<file path="src/rtl/demux32_8.sv">
// 32-to-8 bit width demultiplexer with a one-word skid (hold) buffer and ready/valid on both sides.
// Optional macro DEMUX_LSB_FIRST_EN emits data_in[7:0] first instead of data_in[31:24].
module demux32_8 #(
  parameter logic [7:0] IDLE_BYTE = 8'h00
) (
  input  logic        clk_4f,
  input  logic        reset,
  input  logic [31:0] data_in,
  input  logic        valid_in,
  output logic        ready_out,
  output logic [7:0]  data_out,
  output logic        valid_out,
  input  logic        ready_in
);

  localparam int unsigned WORD_W = 32;
  localparam int unsigned BYTE_W = 8;
  localparam int unsigned IDX_W  = 2;

  // bit0 = shift word loaded, bit1 = hold word loaded
  localparam logic [1:0] IDLE   = 2'b00;
  localparam logic [1:0] STREAM = 2'b01;
  localparam logic [1:0] FULL   = 2'b11;

  logic [1:0]        state_q, state_d;
  logic [IDX_W-1:0]  idx_q, idx_d;
  logic [WORD_W-1:0] shift_q, shift_d;
  logic [WORD_W-1:0] hold_q, hold_d;

  logic              accept;
  logic              consume;
  logic              last_byte;
  logic [IDX_W-1:0]  byte_sel;
  logic [BYTE_W-1:0] cur_byte;

  // Handshake decode; reset forces the block quiet on both sides
  always_comb begin
    ready_out = ~state_q[1] & ~reset;
    valid_out = state_q[0] & ~reset;
    accept    = valid_in & ready_out;
    consume   = valid_out & ready_in;
    last_byte = consume & (idx_q == IDX_W'(3));
  end

  // Output byte select
  always_comb begin
`ifdef DEMUX_LSB_FIRST_EN
    byte_sel = idx_q;
`else
    byte_sel = IDX_W'(3) - idx_q;
`endif
    cur_byte = BYTE_W'(shift_q >> {byte_sel, 3'b000});
    data_out = valid_out ? cur_byte : IDLE_BYTE;
  end

  // Next-state logic
  always_comb begin
    state_d = state_q;
    idx_d   = idx_q;
    shift_d = shift_q;
    hold_d  = hold_q;
    case (state_q)
      IDLE: begin
        if (accept) begin
          shift_d = data_in;
          idx_d   = '0;
          state_d = STREAM;
        end
      end
      STREAM: begin
        if (last_byte) begin
          // Reload directly from the input so back-to-back words have no bubble
          if (accept) begin
            shift_d = data_in;
            idx_d   = '0;
          end else begin
            state_d = IDLE;
          end
        end else begin
          if (consume) idx_d = idx_q + IDX_W'(1);
          if (accept) begin
            hold_d  = data_in;
            state_d = FULL;
          end
        end
      end
      FULL: begin
        if (last_byte) begin
          shift_d = hold_q;
          idx_d   = '0;
          state_d = STREAM;
        end else if (consume) begin
          idx_d = idx_q + IDX_W'(1);
        end
      end
      default: begin
        state_d = IDLE;
        idx_d   = '0;
      end
    endcase
  end

  // State registers with synchronous reset
  always_ff @(posedge clk_4f) begin
    if (reset) begin
      state_q <= IDLE;
      idx_q   <= '0;
      shift_q <= '0;
      hold_q  <= '0;
    end else begin
      state_q <= state_d;
      idx_q   <= idx_d;
      shift_q <= shift_d;
      hold_q  <= hold_d;
    end
  end

endmodule

</file>
<file path="config.mk">
export PLATFORM = sky130hd
export DESIGN_NAME = demux32_8
export DESIGN_NICKNAME = d
export VERILOG_FILES = /design/src/rtl/demux32_8.sv
export SDC_FILE = /design/constraint.sdc
export NUM_CORES = 1
export LEC_CHECK = 0
export BUFFER_PORTS_ARGS = -buffer_cell sky130_fd_sc_hd__buf_2
export CAP_MARGIN = 10
export CORE_UTILIZATION = 30
export DETAILED_ROUTE_END_ITERATION = 10
export SLEW_MARGIN = 40
export SYNTH_ARGS = -nofsm -noshare
export SYNTH_HDL_FRONTEND = slang
export SYNTH_SLANG_ARGS = --single-unit
export TNS_END_PERCENT = 30
</file>
<file path="constraint.sdc">
create_clock -name clk_4f -period 1.76 [get_ports clk_4f]
set_input_delay 0.176 -clock clk_4f [delete_from_list [all_inputs] [get_ports clk_4f]]
set_output_delay 0.176 -clock clk_4f [all_outputs]
set_load 0.02 [all_outputs]
</file>
After elaboration in Yosys (flattened, before gate mapping)
Index checks and enable logic that the tools add are counted.
{"block": "totals", "register_bits": 68, "in_bits": 36, "word_cells": 44}
{"block": "op_classes", "add_sub_neg": 2, "n_eq_ne": 8, "shifts": 1, "mux": 16, "n_bitwise": 8, "n_reduce_logical": 5}
{"op": "32-bit two-way mux", "n": 3}
{"op": "32-bit case mux with 3 select lines", "n": 1}
{"op": "32-bit by 5-bit >> shifter with 8-bit output", "n": 1}
{"op": "2-bit two-way mux", "n": 9}
{"op": "2-bit case mux with 3 select lines", "n": 2}
{"op": "8-bit two-way mux", "n": 1}
{"op": "2-bit inequality test, second input constant", "n": 3}
{"op": "3-bit inequality test, second input constant", "n": 2}
{"op": "3-bit AND reduction", "n": 2}
{"op": "1-bit bitwise AND", "n": 5}
{"op": "2-bit equality test, second input constant", "n": 2}
{"op": "4-bit AND reduction", "n": 1}
{"op": "1-bit NOT", "n": 3}
{"op": "3-bit nonzero test", "n": 1}
{"op": "2-bit by 1-bit adder with 2-bit output, second input constant", "n": 1}
{"op": "2-bit by 1-bit equality test with 1-bit output, second input constant", "n": 1}
{"op": "2-bit zero test", "n": 1}
{"op": "2-bit subtractor, first input constant", "n": 1}

Depth between registers and ports, before layout
{"block": "logic_depth", "ltp_word": 6, "depth_mapped": 7, "ltp_nobuf": 6}

Worst setup path after synthesis
OpenSTA, ideal clock, no wires.
{"block": "synth_timing", "path_kind": "register to register", "startpoint": "reg state_q[1]", "endpoint": "reg shift_q[10]", "arrival_ps": 1686, "path_slack_ps": -72, "stages_incl_launch_ff": 7, "period_less_slack_ps": 1832, "path_cell_list": "dfxtp_1 inv_1 ha_1 or2_2 a22oi_4 buf_4 a211oi_2"}
{"block": "synth_between", "elab_chain_len": 6, "word_cells_on_any_way": 13, "classes_between": "eq/ne: 4; mux: 3; bitwise: 3; reduce/logical: 3"}
{"item": "start, declared", "line": "25", "source": "logic [1:0] state_q, state_d;"}
{"item": "start signal, assigned", "line": "111", "source": "state_q <= state_d;"}
{"item": "1-bit NOT", "line": "38", "source": "ready_out = ~state_q[1] & ~reset;"}
{"item": "1-bit bitwise AND", "line": "38"}
{"item": "1-bit bitwise AND", "line": "40", "source": "accept = valid_in & ready_out;"}
{"item": "32-bit two-way mux (2 in a row)"}
{"item": "32-bit case mux with 3 select lines", "line": "62", "source": "case (state_q)"}
{"item": "end signal, assigned", "line": "113", "source": "shift_q <= shift_d;"}
{"item": "end, declared", "line": "27", "source": "logic [WORD_W-1:0] shift_q, shift_d;"}
Several ways; a longest one is shown, not always the timed one. The select of a mux whose other input is x is not followed.
A chain may end at the register's enable or synchronous reset.

Worst setup path in the final report
{"block": "layout_timing", "startpoint": "reg idx_q[1]", "endpoint": "out data_out[5]"}
{"block": "layout_between", "elab_chain_len": 3}
{"item": "start, declared", "line": "26", "source": "logic [IDX_W-1:0] idx_q, idx_d;"}
{"item": "start signal, assigned", "line": "112", "source": "idx_q <= idx_d;"}
{"item": "2-bit subtractor", "line": "50", "source": "byte_sel = IDX_W'(3) - idx_q;"}
{"item": "32-bit by 5-bit >> shifter with 8-bit output", "line": "52", "source": "cur_byte = BYTE_W'(shift_q >> {byte_sel, 3'b000});"}
{"item": "8-bit two-way mux", "line": "53", "source": "data_out = valid_out ? cur_byte : IDLE_BYTE;"}
{"item": "end, declared", "line": "11", "source": "output logic [7:0] data_out,"}
No other way between the ends.

==> run_results.csv <==
group,metric,value,unit
worst_setup_path,path_max_fanout,7,
placed_design,io_buffer_count,45,
global_routing,grtUsageMet1,0.174,
clocking,cts-root-buf,"clkbuf_8",
timing,hold_viol_final,0,
synthesis,synth_cell_types,35,
synthesis,avgSynthCellArea,9.46,um^2
global_routing,met3_usage,0.0395,
worst_setup_path,regToRegSetupSlack,50,ps
timing,fin_crit_sh,1.03,
worst_setup_path,rr_startpoint,"state_q[1]",
worst_setup_path,reg2reg_to,"shift_q[24]",
clocking,path_clk_slew,80,ps
clocking,clk_path_buf_depth,2,
worst_setup_path,cp-end-kind,"output pin",
die,die_height,107,um
global_routing,grt_start_max_net_pins,55,
synthesis,yosysWarnings,0,
final_layout,area_delta_synth_final,25.5,%
detailed_routing,vias,2613,
worst_setup_path,critPathArrivalTime,1630,ps
placed_design,placed_area,0.00368,mm^2
worst_setup_path,timing.critical_path.buf_inv,2,
status,status,"finished, violations left",
synthesis,synth_area_leaders,"dfxtp_1, a211oi_2, mux2i_1",
worst_setup_path,reg2regPathDepth,8,
hold_path,hold_path_class,"in -> reg",
worst_setup_path,cp_cell_sequence,"buf_8, mux4_2, and2_4, buf_6",
flow_run,cap_violations,0,
timing,worst_slew_pin_slew,462,ps
worst_setup_path,cp_slowest_cell,"mux4_2",
final_layout,layout_commonest_cell,"nand2_1",
clocking,numClockSinks,68,
synthesis,ys_seq_area_frac,0.415,
synthesis,synth-seq-cells,68,
timing,fmax,554,MHz
die,initial_utilization,0.314,
worst_setup_path,critical-path-max-stage-delay,520,ps
timing,setup_viol_count_final,8,
final_layout,final_cell_mix,"nand2_1, dfxtp_1, buf_2, a21oi_1, nor2_1",
global_routing,grtUsageMet2,0.242,
final_layout,antenna_cells,0,
synthesis,yosysTopAreaCellShare,0.415,
synthesis,syn-instance-count,347,
die,die-area,0.0114,mm^2
global_routing,grt_first_pass_wirelength,12500,um
hold_path,whs_path_depth,3,
final_layout,design_area,0.00412,mm^2
clocking,clock_latency,340,ps
timing,skew,8.20,ps
hold_path,worstHoldStart,"data_in[10]",
clocking,htreeDepth,3,
final_layout,fin_nets,442,
worst_setup_path,critPathLaunchType,"flop",
die,die_x,107,um
timing,fin_crit,1810,ps
clocking,cts_made_buffers,9,
clocking,cts_tree,"yes",
global_routing,grt_use_total,0.144,
global_routing,antenna_found_initial,0,
detailed_routing,drc,0,
detailed_routing,initialDrtViolationCount,164,
die,row_count,37,
detailed_routing,vias_per_cell,4.82,
hold_path,hold_end,"hold_q[10]",
worst_setup_path,cp_data_required_time,1580,ps
global_routing,top_usage_layer,"met2",
die,io_pins,46,
synthesis,yosysTopAreaCell,"dfxtp_1",
synthesis,netlist_area,0.00328,mm^2
placed_design,hpwl,5560,um
final_layout,layout.cells.non_filler,542,
placed_design,post-place-cells,518,
detailed_routing,ant_nets,0,
placed_design,gp_congestion,0.946,
status,violations,"negative setup slack",
final_layout,utilization,0.394,
detailed_routing,wl_per_cell,14.9,um
timing,maxSlewViolCount,0,
global_routing,gr-total-overflow,0,
synthesis,synth_nets,388,
worst_setup_path,path_class,"reg -> out",
timing,slew_headroom,0.692,
pwr,ir_worst_vdd,350,uV
global_routing,grt_pass1_vias,2515,
timing,fin_tns_setup,-202,ps
final_layout,final_layout_size_suffix_gt1_frac,0.352,
detailed_routing,firstDrtPassIters,5,
pwr,leakagePower,1.44,nW
timing,setup_slack,-45.0,ps
detailed_routing,wirelength,8100,um
timing,rsz0062_at_grt,"true",
worst_setup_path,cpLargestDelayFamily,"multiplexers",
die,coreArea,0.0105,mm^2
pwr,p_per_area,1050,mW/mm^2
==> synthesized netlist by cell type <==
master / number
a211o_1: 1
a211oi_1: 4
a211oi_2: 28
a21o_1: 2
a21oi_1: 36
a221oi_1: 1
a22o_1: 1
a22oi_4: 1
a311oi_1: 1
a41oi_1: 1
and2_1: 8
and4b_1: 1
buf_1: 2
buf_2: 6
buf_4: 3
buf_6: 3
clkbuf_1: 14
dfxtp_1: 68
ha_1: 5
inv_1: 4
mux2i_1: 33
mux4_2: 8
nand2_1: 67
nand2b_1: 1
nand3_1: 3
nand4b_1: 1
nor2_1: 35
nor3_1: 1
nor3_4: 1
nor3b_1: 1
nor4b_1: 1
o21ai_0: 1
or2_2: 2
or3b_1: 1
xnor2_1: 1
==> sequential cells by signal, summed over array words and instances (netlist names) <==
register	count
idx_q	2
state_q	2
hold_q	32
shift_q	32
==> worst max path at each step <==
stage	start	end	cells after the start
finish	idx_q[1]	data_out[5]	4
CTS	idx_q[1]	data_out[5]	4
global placement	state_q[0]	hold_q[22]	7
floorplan	state_q[0]	shift_q[11]	7
global route	idx_q[1]	data_out[5]	4
detailed placement	state_q[1]	shift_q[24]	7
==> where the power goes <==
group	internal [mW]	leakage, nW	switching (mW)
clock network	0.734	0.102	0.612
logic	0.533	0.779	0.613
registers	1.72	0.557	0.115
==> final cells by class <==
class | count | area (um^2)
clock inverter | 5 | 58.8
sequential | 68 | 1370
tap | 136 | 170
multi-input combinational | 247 | 1790
timing repair buffer | 71 | 562
inverter | 4 | 17.5
fill | 1081 | 6340
clock buffer | 11 | 151
==> what timing repair did <==
item / CTS / global route
endpoints found under the setup margin: 16 / 68
setup buffers: 3 / 3
hold buffers: 0 / 0
pin swaps: 3 / 11
gates resized for setup: 28 / 9
cloned: 0 / 2
==> metal layers <==
layer | vias up | part of all wire
met3 | 11 | 0.037
met5 | - | 0
met2 | 44 | 0.50
met4 | 0 | 0.014
met1 | 1243 | 0.45
li1 | 1315 | -
==> cells by family (layout without fill, tap and decap cells) <==
family | count (synthesis) | in the layout | synth area share
AND/OR/NAND/NOR | 123 | 123 | 0.162
XOR/XNOR | 1 | 1 | 0.00267
AO/OA/AOI/OAI | 77 | 77 | 0.197
multiplexers | 41 | 41 | 0.156
buffers and inverters | 32 | 91 | 0.0492
flip-flops | 68 | 68 | 0.415
adder cells (fa/ha/maj) | 5 | 5 | 0.0191
==> worst register-to-register path: stages (launching register included) <==
cell and delay, ps:
dfxtp_4 380, inv_1 70, ha_2 180, or2_4 250, a22oi_4 220, buf_12 150, buf_12 130, nor2_1 50
a211oi_2 210
==> through the flow <==
| stage | power [mW] | setup slack (ps) | hold slack, ps |
|---|---|---|---|
| floorplan | 2.61 | 37.5 | 312 |
| global placement | 2.85 | 60.5 | 428 |
| detailed placement | 2.89 | -5.75 | 435 |
| CTS | 4.27 | -85.5 | 58.7 |
| global route | 4.55 | -86.8 | 63.9 |
| finish | 4.33 | -45.0 | 73.8 |
(Power assumes the default switching activity.)
